===== config.mk =====
export PLATFORM = sky130hd
export DESIGN_NAME = expr_recognizer
export DESIGN_NICKNAME = d
export VERILOG_FILES = /design/src/rtl/expr_recognizer.sv
export SDC_FILE = /design/constraint.sdc
export NUM_CORES = 1
export LEC_CHECK = 0
export BUFFER_PORTS_ARGS = -buffer_cell sky130_fd_sc_hd__buf_2
export CAP_MARGIN = 20
export CORE_ASPECT_RATIO = 1.1
export CORE_MARGIN = 2
export CORE_UTILIZATION = 30
export DETAILED_ROUTE_END_ITERATION = 6
export PLACE_DENSITY = 0.48
export SETUP_SLACK_MARGIN = 0.15
export SLEW_MARGIN = 15
export SYNTH_ARGS = -nofsm -noshare
export SYNTH_HDL_FRONTEND = slang
export SYNTH_SLANG_ARGS = --single-unit

===== constraint.sdc =====
create_clock -name clk -period 2.7 [get_ports clk]
set_input_delay 0.27 -clock clk [delete_from_list [all_inputs] [get_ports clk]]
set_output_delay 0.27 -clock clk [all_outputs]
set_load 0.1 [all_outputs]

===== src/rtl/expr_recognizer.sv =====
// Streaming recognizer for integer arithmetic expressions, one ASCII character per valid cycle.
// Define EXPR_PAREN_EN to enable parenthesis support; otherwise '(' and ')' are syntax errors.
module expr_recognizer #(
  parameter int MAX_DIGITS = 4,
  parameter int MAX_DEPTH  = 7
) (
  input  logic       clk,
  input  logic       clr,
  input  logic [7:0] in,
  input  logic       in_valid,
  output logic       out,
  output logic       err,
  output logic [3:0] depth,
  output logic [7:0] num_cnt
);

  // state | meaning
  // START | nothing accepted since reset
  // NUM   | inside an operand
  // OP    | after an operator or '(' ; operand expected
  // CLOSE | after ')'
  // ERR   | syntax error seen, absorbing until reset
  typedef enum logic [2:0] {START, NUM, OP, CLOSE, ERR} state_t;

  localparam logic [3:0] MAX_DIGITS_L = 4'(MAX_DIGITS);
  localparam logic [3:0] MAX_DEPTH_L  = 4'(MAX_DEPTH);

  state_t     state, state_nx;
  logic [3:0] dig_cnt, dig_cnt_nx;
  logic [3:0] depth_q, depth_nx;
  logic [7:0] num_cnt_q, num_cnt_nx;
  logic       out_q, out_nx;
  logic       is_digit, is_op, is_open, is_close;

  always_comb begin
    is_digit = (in >= 8'h30) && (in <= 8'h39);
    is_op    = (in == 8'h2B) || (in == 8'h2D) || (in == 8'h2A) || (in == 8'h2F);
`ifdef EXPR_PAREN_EN
    is_open  = (in == 8'h28);
    is_close = (in == 8'h29);
`else
    is_open  = 1'b0;
    is_close = 1'b0;
`endif
  end

  always_ff @(posedge clk or negedge clr) begin
    if (!clr) begin
      state     <= START;
      dig_cnt   <= 4'd0;
      depth_q   <= 4'd0;
      num_cnt_q <= 8'd0;
      out_q     <= 1'b0;
    end else begin
      state     <= state_nx;
      dig_cnt   <= dig_cnt_nx;
      depth_q   <= depth_nx;
      num_cnt_q <= num_cnt_nx;
      out_q     <= out_nx;
    end
  end

  always_comb begin
    state_nx   = state;
    dig_cnt_nx = dig_cnt;
    depth_nx   = depth_q;
    num_cnt_nx = num_cnt_q;
    out_nx     = out_q;
    if (in_valid && (state != ERR)) begin
      case (state)
        START, OP: begin
          if (is_digit) begin
            state_nx   = NUM;
            dig_cnt_nx = 4'd1;
            if (num_cnt_q != 8'hFF) num_cnt_nx = num_cnt_q + 8'd1;
          end else if (is_open && (depth_q < MAX_DEPTH_L)) begin
            depth_nx = depth_q + 4'd1;
            state_nx = OP;
          end else begin
            state_nx = ERR;
          end
        end
        NUM: begin
          if (is_digit) begin
            if (dig_cnt < MAX_DIGITS_L) dig_cnt_nx = dig_cnt + 4'd1;
            else state_nx = ERR;
          end else if (is_op) begin
            state_nx = OP;
          end else if (is_close && (depth_q != 4'd0)) begin
            depth_nx = depth_q - 4'd1;
            state_nx = CLOSE;
          end else begin
            state_nx = ERR;
          end
        end
        CLOSE: begin
          if (is_op) begin
            state_nx = OP;
          end else if (is_close && (depth_q != 4'd0)) begin
            depth_nx = depth_q - 4'd1;
          end else begin
            state_nx = ERR;
          end
        end
        default: state_nx = ERR;
      endcase
      // depth_nx/num_cnt_nx are untouched on every path into ERR, so they freeze there
      out_nx = ((state_nx == NUM) || (state_nx == CLOSE)) && (depth_nx == 4'd0);
    end
  end

  assign out     = out_q;
  assign err     = (state == ERR);
  assign depth   = depth_q;
  assign num_cnt = num_cnt_q;

endmodule


==> qor.txt <==
Slew @ Worst Pin: 0.654 ns
Clock Latency Late Sink: 0.28 ns
Sequential Area: 400 um^2
global-route wire length before repair: 2.62 mm
htree depth: 1
DR vias/cell: 4.88
final setup violation count: 0
layout cell share with drive strength beyond 1: 33.7%
Post-CTS Hold Buffers: 1
highest metal used: met4
dpl cell area: 982 um^2
Die Y: 60.7 um
register clock-pin slew on the reported worst setup and hold paths: 0.10 ns
largest net degree at the start of global routing: 17
Max Fanout on Critical Path: 7
TNS Setup: 0 ns
I/O pins: 25
asr flop ratio synth: 100%
met1 wire length: 703 um
Synth Flop Type: dfrtp_1
antenna fix cells: 0
cts repair resizes: 0
synthesized area: 876 um^2
Synth Register Bits: 16
synth unique cells: 36
# DRC: 0
Post-DP HPWL: 1.24 mm
Cell Rows: 20
Sw Share: 28.5%
routed wl met2: 753 um
Peak VDD IR: 174 uV
crit path kind: flip-flop to flip-flop
most frequent cells in the layout: 20 x buf_2, 16 x dfrtp_1, 6 x xor2_1
final period utilization: 74.8%
root buf cell: clkbuf_4
most common cell after layout, fill and taps aside: buf_2
floorplan core area: 2780 um^2
Setup Fix Bufs, Post-CTS: 0
Peak Freq: 0.495 GHz
maxcap violations: 0
Pleak: 0.489 nW
CP Capture Type: flip-flop
Worst Path Arrival: 2.19 ns
Tightest Hold Check Type: input pin to flip-flop
Psw: 0.121 mW
Sink Count: 16
Total GRT Usage: 10.2%
cells after synthesis: 77
Final GP Congestion: 0.780
pwr dens: 420 nW/um^2
fin crit period: 2.02 ns
WL met3: 85 um
status: finished clean
Avg Cell Area, Syn: 11.4 um^2
Seq/Total Area, Yosys: 45.7%
multi-input combinational cell area: 425 um^2
IO buf count: 20
CTS Buf Count: 3
Final Skew: 0.00561 ns
combinational power share: 13.6%
Seq pwr share: 57.0%
initial antenna violation count: 0
internal power: 0.305 mW
DRT antenna net count: 0
RSZ-0062 raised after global routing: false
total routed wirelength: 1.55 mm
Initial Util: 31.5%
Area growth, synth to finish: 15.9%
clock share of power: 29.4%
critical path launch point type: flip-flop
die area: 3370 um^2
Yosys warnings: 0
Die W: 55.5 um
DR iter-0 viols: 17
Nets: 113
CTS tree: yes
relative slew slack: 56.0%
number of global-route vias before repair: 626
CTS max path bufs: 2
Post-synth EDFFs: 0
final hold viol count: 0
DRT Pass-1 Iters: 4
fillers: 294
post-route cell area: 1010 um^2
CP required: 2.87 ns
grt total ovfl: 0
Final Max Tran Viols: 0
Avg WL per Cell: 11.8 um
Via Count: 639
## Yosys cell counts (2+ instances only)
cell type	count	area, um^2
nor2_1	2	7.51
and4_1	2	17.5
dfrtp_1	16	400
nor3_1	2	10.0
nand2_1	3	11.3
nor4_1	2	12.5
ha_1	2	25.0
buf_4	4	30.0
inv_1	4	15.0
xor2_1	6	52.6
o21a_1	2	15.0
o21ai_0	4	20.0
a21oi_1	2	10.0
nand3_1	4	20.0
## flip-flops by register name, summed over array words and instances, names as in the netlist
name	cells
num_cnt	8
state	3
out	1
dig_cnt	4
## worst paths after layout
check | slack [ns] | startpoint | depth (start not counted) | to
hold / removal | 0.24 | in_valid | 2 | state[0]$_DFFE_PN0P_
setup reg to reg | 0.68 | state[2]$_DFFE_PN0P_ | 4 | num_cnt[1]$_DFFE_PN0P_
max in group asynchronous | 2.01 | clr | 2 | num_cnt[1]$_DFFE_PN0P_
setup / recovery | 0.68 | state[2]$_DFFE_PN0P_ | 4 | num_cnt[1]$_DFFE_PN0P_
min in group asynchronous | 0.42 | clr | 2 | num_cnt[6]$_DFFE_PN0P_
hold reg to reg | 0.49 | num_cnt[7]$_DFFE_PN0P_ | 1 | num_cnt[7]$_DFFE_PN0P_
## layout make-up
| class | count | share of cell area (%) |
|---|---|---|
| multi-input cells | 54 | 41.9 |
| inverters | 4 | 1.48 |
| well taps | 33 | 4.07 |
| clock buffers | 3 | 2.22 |
| repair buffers | 21 | 10.9 |
| flip-flops and latches | 16 | 39.5 |
## per-stage QoR
stage,cells,hold WS (ns),setup WS (ns),total power [mW],utilization (%)
final,131,0.238,0.681,0.427,36.5
after global routing,131,0.229,0.570,0.454,36.5
after CTS,131,0.229,0.679,0.433,36.5
after detailed placement,127,0.207,0.620,0.306,35.4
after global placement,127,0.211,0.658,0.305,35.4
after floorplan,80,-0.0256,0.523,0.293,-
## power by group through the flow
stage	combinational (mW)	sequential [mW]	clock (mW)
after global routing	0.0622	0.244	0.148
after global placement	0.0569	0.248	0
after CTS	0.0587	0.243	0.131
after detailed placement	0.0575	0.248	0
after floorplan	0.0361	0.257	0
final	0.0580	0.243	0.125
## logic make-up (layout without fill, tap and decap cells)
kind of cell / after synthesis / after routing / share of synthesized area, %
AOI/OAI and AO/OA: 12 / 12 / 8.57
DFF: 16 / 16 / 45.7
muxes: 1 / 1 / 1.29
buffers and inverters: 10 / 28 / 7.00
and+or+nand+nor: 29 / 29 / 28.1
other: 1 / 4 / 0.428
xor gates and xnor gates: 6 / 6 / 6.00
adders and majority gates: 2 / 2 / 2.86
## routing by layer
metal | GRT usage [%] | up-vias
li1 | - | 316
met1 | 12.0 | 302
met2 | 17.7 | 19
met3 | 2.13 | 2
met4 | 5.57 | 0
met5 | 0 | -
## critical path, cell delays in order, from the launching register on
cell and delay, ns:
dfrtp_1 0.42, nand2b_1 0.22, or4_1 0.62, nor2_1 0.29, mux2_2 0.36
Power figures use the tool's default switching activity.
